[config.mk]
export PLATFORM = sky130hd
export DESIGN_NAME = serial_subtractor
export DESIGN_NICKNAME = d
export VERILOG_FILES = /design/src/rtl/alu_pkg.sv /design/src/rtl/full_subtractor.sv /design/src/rtl/serial_subtractor.sv
export SDC_FILE = /design/constraint.sdc
export NUM_CORES = 1
export LEC_CHECK = 0
export CELL_PAD_IN_SITES_DETAIL_PLACEMENT = 0
export CELL_PAD_IN_SITES_GLOBAL_PLACEMENT = 1
export CORE_ASPECT_RATIO = 0.75
export CORE_UTILIZATION = 35
export CTS_CLUSTER_DIAMETER = 150
export DETAILED_ROUTE_END_ITERATION = 6
export GPL_ROUTABILITY_DRIVEN = 0
export PLACE_DENSITY = 0.77
export SLEW_MARGIN = 40
export SYNTH_ARGS = -nofsm -noshare
export SYNTH_HDL_FRONTEND = slang
export SYNTH_SLANG_ARGS = --single-unit
[constraint.sdc]
create_clock -name clk -period 2.65 [get_ports clk]
set_clock_uncertainty 0.2 [all_clocks]
set_input_delay 0.53 -clock clk [delete_from_list [all_inputs] [get_ports clk]]
set_output_delay 0.53 -clock clk [all_outputs]
set_load 0.01 [all_outputs]
[src/rtl/alu_pkg.sv]
// rtl/alu_pkg.sv - shared ALU definitions: sequencer state encoding and counter sizing
//
// Purpose:
//   Common types and helpers for the ALU serial units.
// Contents:
//   state_t    : serial-unit FSM encoding (S_IDLE=0, S_RUN=1, S_DONE=2)
//   cnt_width(): bit-counter width for a given operand width, $clog2(WIDTH)

package alu_pkg;

  typedef enum logic [1:0] {
    S_IDLE = 2'd0,
    S_RUN  = 2'd1,
    S_DONE = 2'd2
  } state_t;

  // Counter only has to reach WIDTH-1, so $clog2(WIDTH) bits suffice.
  // Clamped to one bit so a degenerate width still gives a legal vector.
  function automatic int cnt_width(input int width);
    return (width < 2) ? 1 : $clog2(width);
  endfunction

endpackage

[src/rtl/full_subtractor.sv]
// rtl/full_subtractor.sv - combinational one-bit full subtractor cell
//
// Purpose:
//   Single bit of a - b - bi with borrow-out, plus borrow propagate/generate
//   terms for a future lookahead-borrow variant.
// Ports:
//   inA  in  1  minuend bit
//   inB  in  1  subtrahend bit
//   bin  in  1  borrow-in
//   diff out 1  difference bit
//   bout out 1  borrow-out
//   p    out 1  borrow propagate, ~(a^b)
//   g    out 1  borrow generate, ~a & b

module full_subtractor (
  input  logic inA,
  input  logic inB,
  input  logic bin,
  output logic diff,
  output logic bout,
  output logic p,
  output logic g
);

  logic w_x;

  assign w_x  = inA ^ inB;
  assign diff = w_x ^ bin;
  assign p    = ~w_x;
  assign g    = ~inA & inB;
  assign bout = g | (p & bin);

endmodule

[src/rtl/serial_subtractor.sv]
// rtl/serial_subtractor.sv - bit-serial LSB-first subtractor, diff = inA - inB - bin
//
// Purpose:
//   Area-cheap subtract/compare unit for the ALU sequencer. One full-subtractor
//   cell is reused for WIDTH cycles; a start/busy/done handshake frames each op.
//   Start accepted at edge N gives done in cycle N+WIDTH+1; one op per WIDTH+1.
// Configuration:
//   SUB_FLAGS_EN : when defined, adds zero/neg/ovf status outputs.
// Ports:
//   clk   in  1      clock, rising edge
//   rst   in  1      synchronous active-high reset
//   start in  1      request, sampled when busy=0 and in the done cycle
//   inA   in  WIDTH  minuend, captured on accepted start
//   inB   in  WIDTH  subtrahend, captured on accepted start
//   bin   in  1      borrow-in, captured on accepted start
//   busy  out 1      operation in progress (RUN or DONE)
//   done  out 1      one-cycle pulse, diff/bout valid from this cycle on
//   diff  out WIDTH  result, held until the next result
//   bout  out 1      final borrow-out (unsigned inA < inB+bin)
//   zero  out 1      diff == 0                    (SUB_FLAGS_EN only)
//   neg   out 1      diff MSB                     (SUB_FLAGS_EN only)
//   ovf   out 1      signed overflow of inA - inB (SUB_FLAGS_EN only)

module serial_subtractor
  import alu_pkg::*;
#(
  parameter int WIDTH = 8
) (
  input  logic             clk,
  input  logic             rst,
  input  logic             start,
  input  logic [WIDTH-1:0] inA,
  input  logic [WIDTH-1:0] inB,
  input  logic             bin,
  output logic             busy,
  output logic             done,
  output logic [WIDTH-1:0] diff,
  output logic             bout
`ifdef SUB_FLAGS_EN
  ,
  output logic             zero,
  output logic             neg,
  output logic             ovf
`endif
);

  localparam int CNT_W = cnt_width(WIDTH);
  localparam logic [CNT_W-1:0] CNT_LAST = CNT_W'(WIDTH - 1);

  state_t           r_state;
  state_t           w_next;
  logic [WIDTH-1:0] r_sh_a;
  logic [WIDTH-1:0] r_sh_b;
  // Holds the WIDTH-1 result bits produced so far; the final bit comes
  // straight from the cell on the last RUN cycle.
  logic [WIDTH-2:0] r_sh_r;
  logic             r_brw;
  logic [CNT_W-1:0] r_cnt;
  logic [WIDTH-1:0] r_diff;
  logic             r_bout;

  logic             w_load;
  logic             w_last;
  logic             w_busy;
  logic             w_done;
  logic             w_d;
  logic             w_bo;
  logic             w_p;
  logic             w_g;
  logic [WIDTH-1:0] w_res;

  full_subtractor u_cell (
    .inA  (r_sh_a[0]),
    .inB  (r_sh_b[0]),
    .bin  (r_brw),
    .diff (w_d),
    .bout (w_bo),
    .p    (w_p),
    .g    (w_g)
  );

  // Propagate/generate are reserved for a lookahead variant.
  logic w_unused_pg;
  assign w_unused_pg = w_p ^ w_g;

  assign w_res  = {w_d, r_sh_r};
  assign w_last = (r_state == S_RUN) && (r_cnt == CNT_LAST);

  always_comb begin
    w_next = r_state;
    w_load = 1'b0;
    w_busy = 1'b0;
    w_done = 1'b0;
    case (r_state)
      S_IDLE: begin
        if (start) begin
          w_load = 1'b1;
          w_next = S_RUN;
        end
      end
      S_RUN: begin
        w_busy = 1'b1;
        if (r_cnt == CNT_LAST) begin
          w_next = S_DONE;
        end
      end
      S_DONE: begin
        w_busy = 1'b1;
        w_done = 1'b1;
        // Back-to-back: a start in the done cycle is accepted immediately.
        if (start) begin
          w_load = 1'b1;
          w_next = S_RUN;
        end else begin
          w_next = S_IDLE;
        end
      end
      default: begin
        w_next = S_IDLE;
      end
    endcase
  end

`ifdef SUB_FLAGS_EN
  logic r_a_msb;
  logic r_b_msb;
  logic r_zero;
  logic r_neg;
  logic r_ovf;

  always_ff @(posedge clk) begin
    if (rst) begin
      r_a_msb <= 1'b0;
      r_b_msb <= 1'b0;
      r_zero  <= 1'b0;
      r_neg   <= 1'b0;
      r_ovf   <= 1'b0;
    end else begin
      if (w_load) begin
        r_a_msb <= inA[WIDTH-1];
        r_b_msb <= inB[WIDTH-1];
      end
      if (w_last) begin
        r_zero <= (w_res == '0);
        r_neg  <= w_d;
        r_ovf  <= (r_a_msb != r_b_msb) && (w_d != r_a_msb);
      end
    end
  end

  assign zero = r_zero;
  assign neg  = r_neg;
  assign ovf  = r_ovf;
`endif

  always_ff @(posedge clk) begin
    if (rst) begin
      r_state <= S_IDLE;
      r_sh_a  <= '0;
      r_sh_b  <= '0;
      r_sh_r  <= '0;
      r_brw   <= 1'b0;
      r_cnt   <= '0;
      r_diff  <= '0;
      r_bout  <= 1'b0;
    end else begin
      r_state <= w_next;
      if (w_load) begin
        r_sh_a <= inA;
        r_sh_b <= inB;
        r_brw  <= bin;
        r_cnt  <= '0;
      end else if (r_state == S_RUN) begin
        r_sh_a <= r_sh_a >> 1;
        r_sh_b <= r_sh_b >> 1;
        r_sh_r <= w_res[WIDTH-1:1];
        r_brw  <= w_bo;
        r_cnt  <= r_cnt + 1'b1;
      end
      // Results are captured on entry to DONE so they are valid while done is high.
      if (w_last) begin
        r_diff <= w_res;
        r_bout <= w_bo;
      end
    end
  end

  assign busy = w_busy;
  assign done = w_done;
  assign diff = r_diff;
  assign bout = r_bout;

endmodule
After elaboration in Yosys (flattened, before gate mapping). Cells that the tools add are included.

Flip-flop bits (word level): 38. Output and inout port bits: 11. Logic and storage cells: 44.

Add/sub/neg operators: 1. Equality and inequality tests: 5. Mux-type cells: 14. Bitwise gates (word level): 8. Reduce and logical (&&, ||, !) cells: 8.

Operators with widths (number): $mux W8 (4); $mux W1 (7); $pmux W2 S3 (1); $reduce_or A2 Y1 (3); $mux W2 (2); $ne A2 B2 Y1 const B (2); $reduce_and A2 Y1 (2); $add A3 B1 Y3 const B (1); $eq A3 B3 Y1 const B (1); $not A1 Y1 (3); $and A1 B1 Y1 (2); $eq A2 B1 Y1 const B (1); $eq A2 B2 Y1 const B (1); $logic_not A2 Y1 (1); $reduce_bool A2 Y1 (1); $xor A1 B1 Y1 (2); $logic_and A1 B1 Y1 (1); $or A1 B1 Y1 (1).

Longest topological paths before layout.
Depth in word-level cells: 6. Gate-level depth with buffers: 7. Depth with buffers taken out: 5.

Modules after synthesis. A second synthesis with hierarchy kept.

Cells, all modules: 172. Area, all modules: 1730.4 µm².

By module, submodules not included: serial_subtractor (times used 1, cells an instance 168, area an instance 1690.4 µm², seq. area each 760.7 µm²); full_subtractor (times used 1, cells an instance 4, area an instance 40.0 µm², seq. area each 0.0 µm²).

Least setup slack after synthesis. Ideal clock, no wire load.

Path kind: reg2reg. From: register r_state[0]. To: register r_sh_a[0]. Setup time: 0.081 ns. Arrival: 1.297 ns. Data required time: 2.369 ns. Slack: 1.072 ns. Stages on the path, launching flop included: 7. Buffers on the path: 1. Clock period less this slack: 1.578 ns. Cell sequence: dfxtp_1 inv_1 ha_1 o21ai_2 buf_6 nor2_2 a211oi_2.

Word-level cells in the longest chain between the ends: 4. Elaborated cells on any way between the ends: 7. Classes of those cells: eq/ne (2); mux (2); reduce/logical (3).

RTL lines: start, declared (line serial_subtractor.sv:50) `state_t r_state;`; start signal, assigned (line serial_subtractor.sv:167) `r_state <= w_next;`; $eq A2 B2 Y1 / $logic_not A2 Y1 (equally long branches) (line serial_subtractor.sv:94) `case (r_state)`; $reduce_or A2 Y1 (no source line); $mux W1; $mux W8 / $reduce_bool A2 Y1 (equally long branches); end signal, assigned (line serial_subtractor.sv:169) `r_sh_a <= inA;`; end signal, assigned (line serial_subtractor.sv:174) `r_sh_a <= r_sh_a >> 1;`; end, declared (line serial_subtractor.sv:52) `logic [WIDTH-1:0] r_sh_a;`.

Several ways; a longest one is shown, not always the timed one. A chain may end at the register's enable or synchronous reset.

Worst setup path in the final report.
From: register r_state[1]. To: output busy.

Word-level cells in the longest chain between the ends: 3. Elaborated cells on any way between the ends: 4. Classes of those cells: eq/ne (2); mux (1); reduce/logical (1).

RTL lines: $eq A2 B1 Y1 / $eq A2 B2 Y1 (equally long branches) (line serial_subtractor.sv:94); $reduce_or A2 Y1 (no source line) *; $mux W1 * (line serial_subtractor.sv:94); end, declared (line serial_subtractor.sv:35) `output logic busy,`.

Every way passes the cells marked *; elsewhere a longest branch is shown, timed or not.

==> out/metrics.yaml <==
status:
  status: "finished clean"
placement:
  dp_hpwl_mm: 2.32
  placedCellCount: 252
  io_buffers: 30
clock_tree:
  cts_hold_buf: 0
  htreeDepth: 2
  cts_tree: "yes"
  root_buffer: "clkbuf_8"
  clkLatencyLatePin_ps: 300
  clk_pin_slew_ps: 70
  clock_path_buffers: 2
  cts_buffers: 5
  cts_sinks: 38
  ctsResizeCount: 0
  post-cts-setup-buffers: 0
logic_synthesis:
  synth_area_leaders: "dfxtp_1 (44%), mux2i_1 (13%), a211oi_2 (9.4%), ha_1 (4.3%), nand2_1 (4.3%)"
  ys_seq_area_frac: 0.440
  yosysTopAreaCell: "dfxtp_1"
  ys_types: 28
  synth.ff_latch_count: 38
  syn_area_per_cell_sq_um: 10.1
  netlist_area_sq_mm: 0.00173
  synth_nets: 199
  synth_top_area_frac: 0.440
  ys_warn_count: 0
  postSynthCellCount: 172
worst_setup_path:
  crit_fanout: 4
  max_stage_delay_ps: 520
  critical_path_arrival_ps: 1550
  rr_startpoint: "r_state[0]$_SDFFE_PP0P_"
  critPathCaptureType: "output pin"
  critPathKind: "flip-flop to output pin"
  crit_slowest_cell: "clkdlybuf4s50_1"
  critPathRequiredTime_ps: 1920
  path_cells: "inv_1, ha_1, clkdlybuf4s50_1"
  cp-startpoint: "r_state[1]$_SDFFE_PP0P_"
  start_kind: "flip-flop"
final_layout:
  antenna_cells: 0
  instances_no_fill: 260
  final_common_cell: "dfxtp_1"
  area_delta_synth_final_pct: 25.9
  drive_gt1_frac: 0.187
  layout.nets: 229
  layout_common_cells: "dfxtp_1 (38), clkdlybuf4s50_1 (30), mux2i_1 (23)"
power:
  power.leakage_nw: 0.770
  power.share.clock: 0.372
  p_sw_mw: 0.313
  swShare: 0.243
  vdd_ir_drop_max_mv: 0.214
  p_seq_frac: 0.478
  comb_power_share: 0.150
  power_density_mw_per_mm2: 591
  power.internal_mw: 0.975
detailed_routing:
  drtIter0Drc: 44
  vias: 1255
  ant_nets: 0
  firstDrtPassIters: 4
  drc: 0
  drt-wirelength-per-cell_um: 12.2
  viasPerCell: 4.83
  routed_wl_mm: 3.18
timing:
  layout_min_cycle_time_ps: 2280
  hold_viol_final: 0
  finalSetupViolations: 0
  worst_pin_slew_ps: 582
  fmax_mhz: 438
  slew_headroom: 0.611
  drv_slew: 0
  finalSetupTns_ps: 0
  fin_crit_sh: 0.861
  rsz0062_at_grt: "no"
floorplan:
  fp.dieH_um: 62.9
  core_area_sq_mm: 0.00460
  top_level_ports: 31
  initial_core_util: 0.376
  dieArea_sq_mm: 0.00523
  rows: 21
  die_w_um: 83.2
global_routing:
  grt_pass1_wl_mm: 5.64
  grt_max_degree: 32
  grt_antenna_before_repair: 0
  grt_pass1_vias: 1293
  track_usage: 0.137
  grt_overflow: 0
job:
  drv_cap: 0
min_path:
  hold_path_class: "flip-flop to flip-flop"
  min-delay-start: "diff[2]$_SDFFE_PP0P_"
==> metrics by stage <==
stage / hold WS [ps] / total power, mW / worst slack (ps) / cell area (sq um) / util
CTS: 260 / 1.31 / 350 / 2180 / 0.474
global route: 284 / 1.35 / 300 / 2180 / 0.474
global placement: 245 / 0.819 / 510 / 2070 / 0.450
floorplan: 231 / 0.770 / 1070 / 1730 / -
detailed placement: 249 / 0.825 / 434 / 2070 / 0.450
finish: 257 / 1.29 / 368 / 2180 / 0.474
==> cell usage after synthesis <==
library cell,count
nor2b_1,2
o21a_1,1
nor3_1,4
buf_4,3
nor2_2,10
nand2_2,1
a21oi_1,13
or3_1,1
o211ai_1,1
ha_1,6
fa_1,1
nor2_1,13
xnor2_1,1
buf_6,4
mux2i_1,23
nand2b_1,1
inv_1,4
and2_1,1
o21ai_0,1
buf_2,3
nand2_1,20
clkbuf_1,1
dfxtp_1,38
a211oi_2,13
buf_1,1
a211oi_1,2
o21ai_2,1
nand3b_1,2
==> layer usage <==
metal / routed length, um / global-route usage / vias up
met3: 129 / 0.0410 / 9
met5: 0 / 0 / -
met2: 1450 / 0.221 / 17
met1: 1500 / 0.156 / 577
li1: - / - / 652
met4: 97 / 0.0970 / 0
==> flip-flops by register name, summed over array words and instances, names as in the netlist <==
name / flops
diff: 8
r_sh_a: 8
r_sh_b: 8
r_sh_r: 7
r_cnt: 3
r_state: 2
bout: 1
r_brw: 1
==> path summary, 6_finish.rpt <==
path | endpoint | slack (ps) | cells past startpoint
max | busy | 370 | 3
min | diff[2]$_SDFFE_PP0P_ | 260 | 2
max reg2reg | r_sh_b[1]$_SDFFE_PP0P_ | 540 | 6
min reg2reg | diff[2]$_SDFFE_PP0P_ | 260 | 2
==> critical path, delay by kind of cell (launching register included) <==
family	cells	cell delay, ps
adder cells (fa/ha/maj)	1	270
buffers and inverters	2	600
flip-flops	1	380
==> cells by family after synthesis <==
| logic type | synth area share |
|---|---|
| AO/OA/AOI/OAI | 0.157 |
| flip-flops | 0.440 |
| buffers and inverters | 0.0607 |
| multiplexers | 0.133 |
| XOR/XNOR | 0.00506 |
| AND/OR/NAND/NOR | 0.150 |
| adder cells (fa/ha/maj) | 0.0550 |
==> layout make-up <==
cell class                      count  area [sq um]
Timing Repair Buffer               35           350
Fill cell                         428          2420
Multi-Input combinational cell    118           872
Clock buffer                        5          68.8
Clock inverter                      3          40.0
Tap cell                           57          71.3
Inverter                            4          15.0
Sequential cell                    38           761
==> power groups by stage <==
stage | Sequential (mW) | Combinational, mW | Clock [mW]
6_report | 0.616 | 0.193 | 0.479
5_1_grt | 0.620 | 0.211 | 0.521
2_1_floorplan | 0.625 | 0.145 | 0
3_3_place_gp | 0.628 | 0.191 | 0
4_1_cts | 0.617 | 0.196 | 0.495
3_5_place_dp | 0.630 | 0.195 | 0
Power figures use the tool's default switching activity.
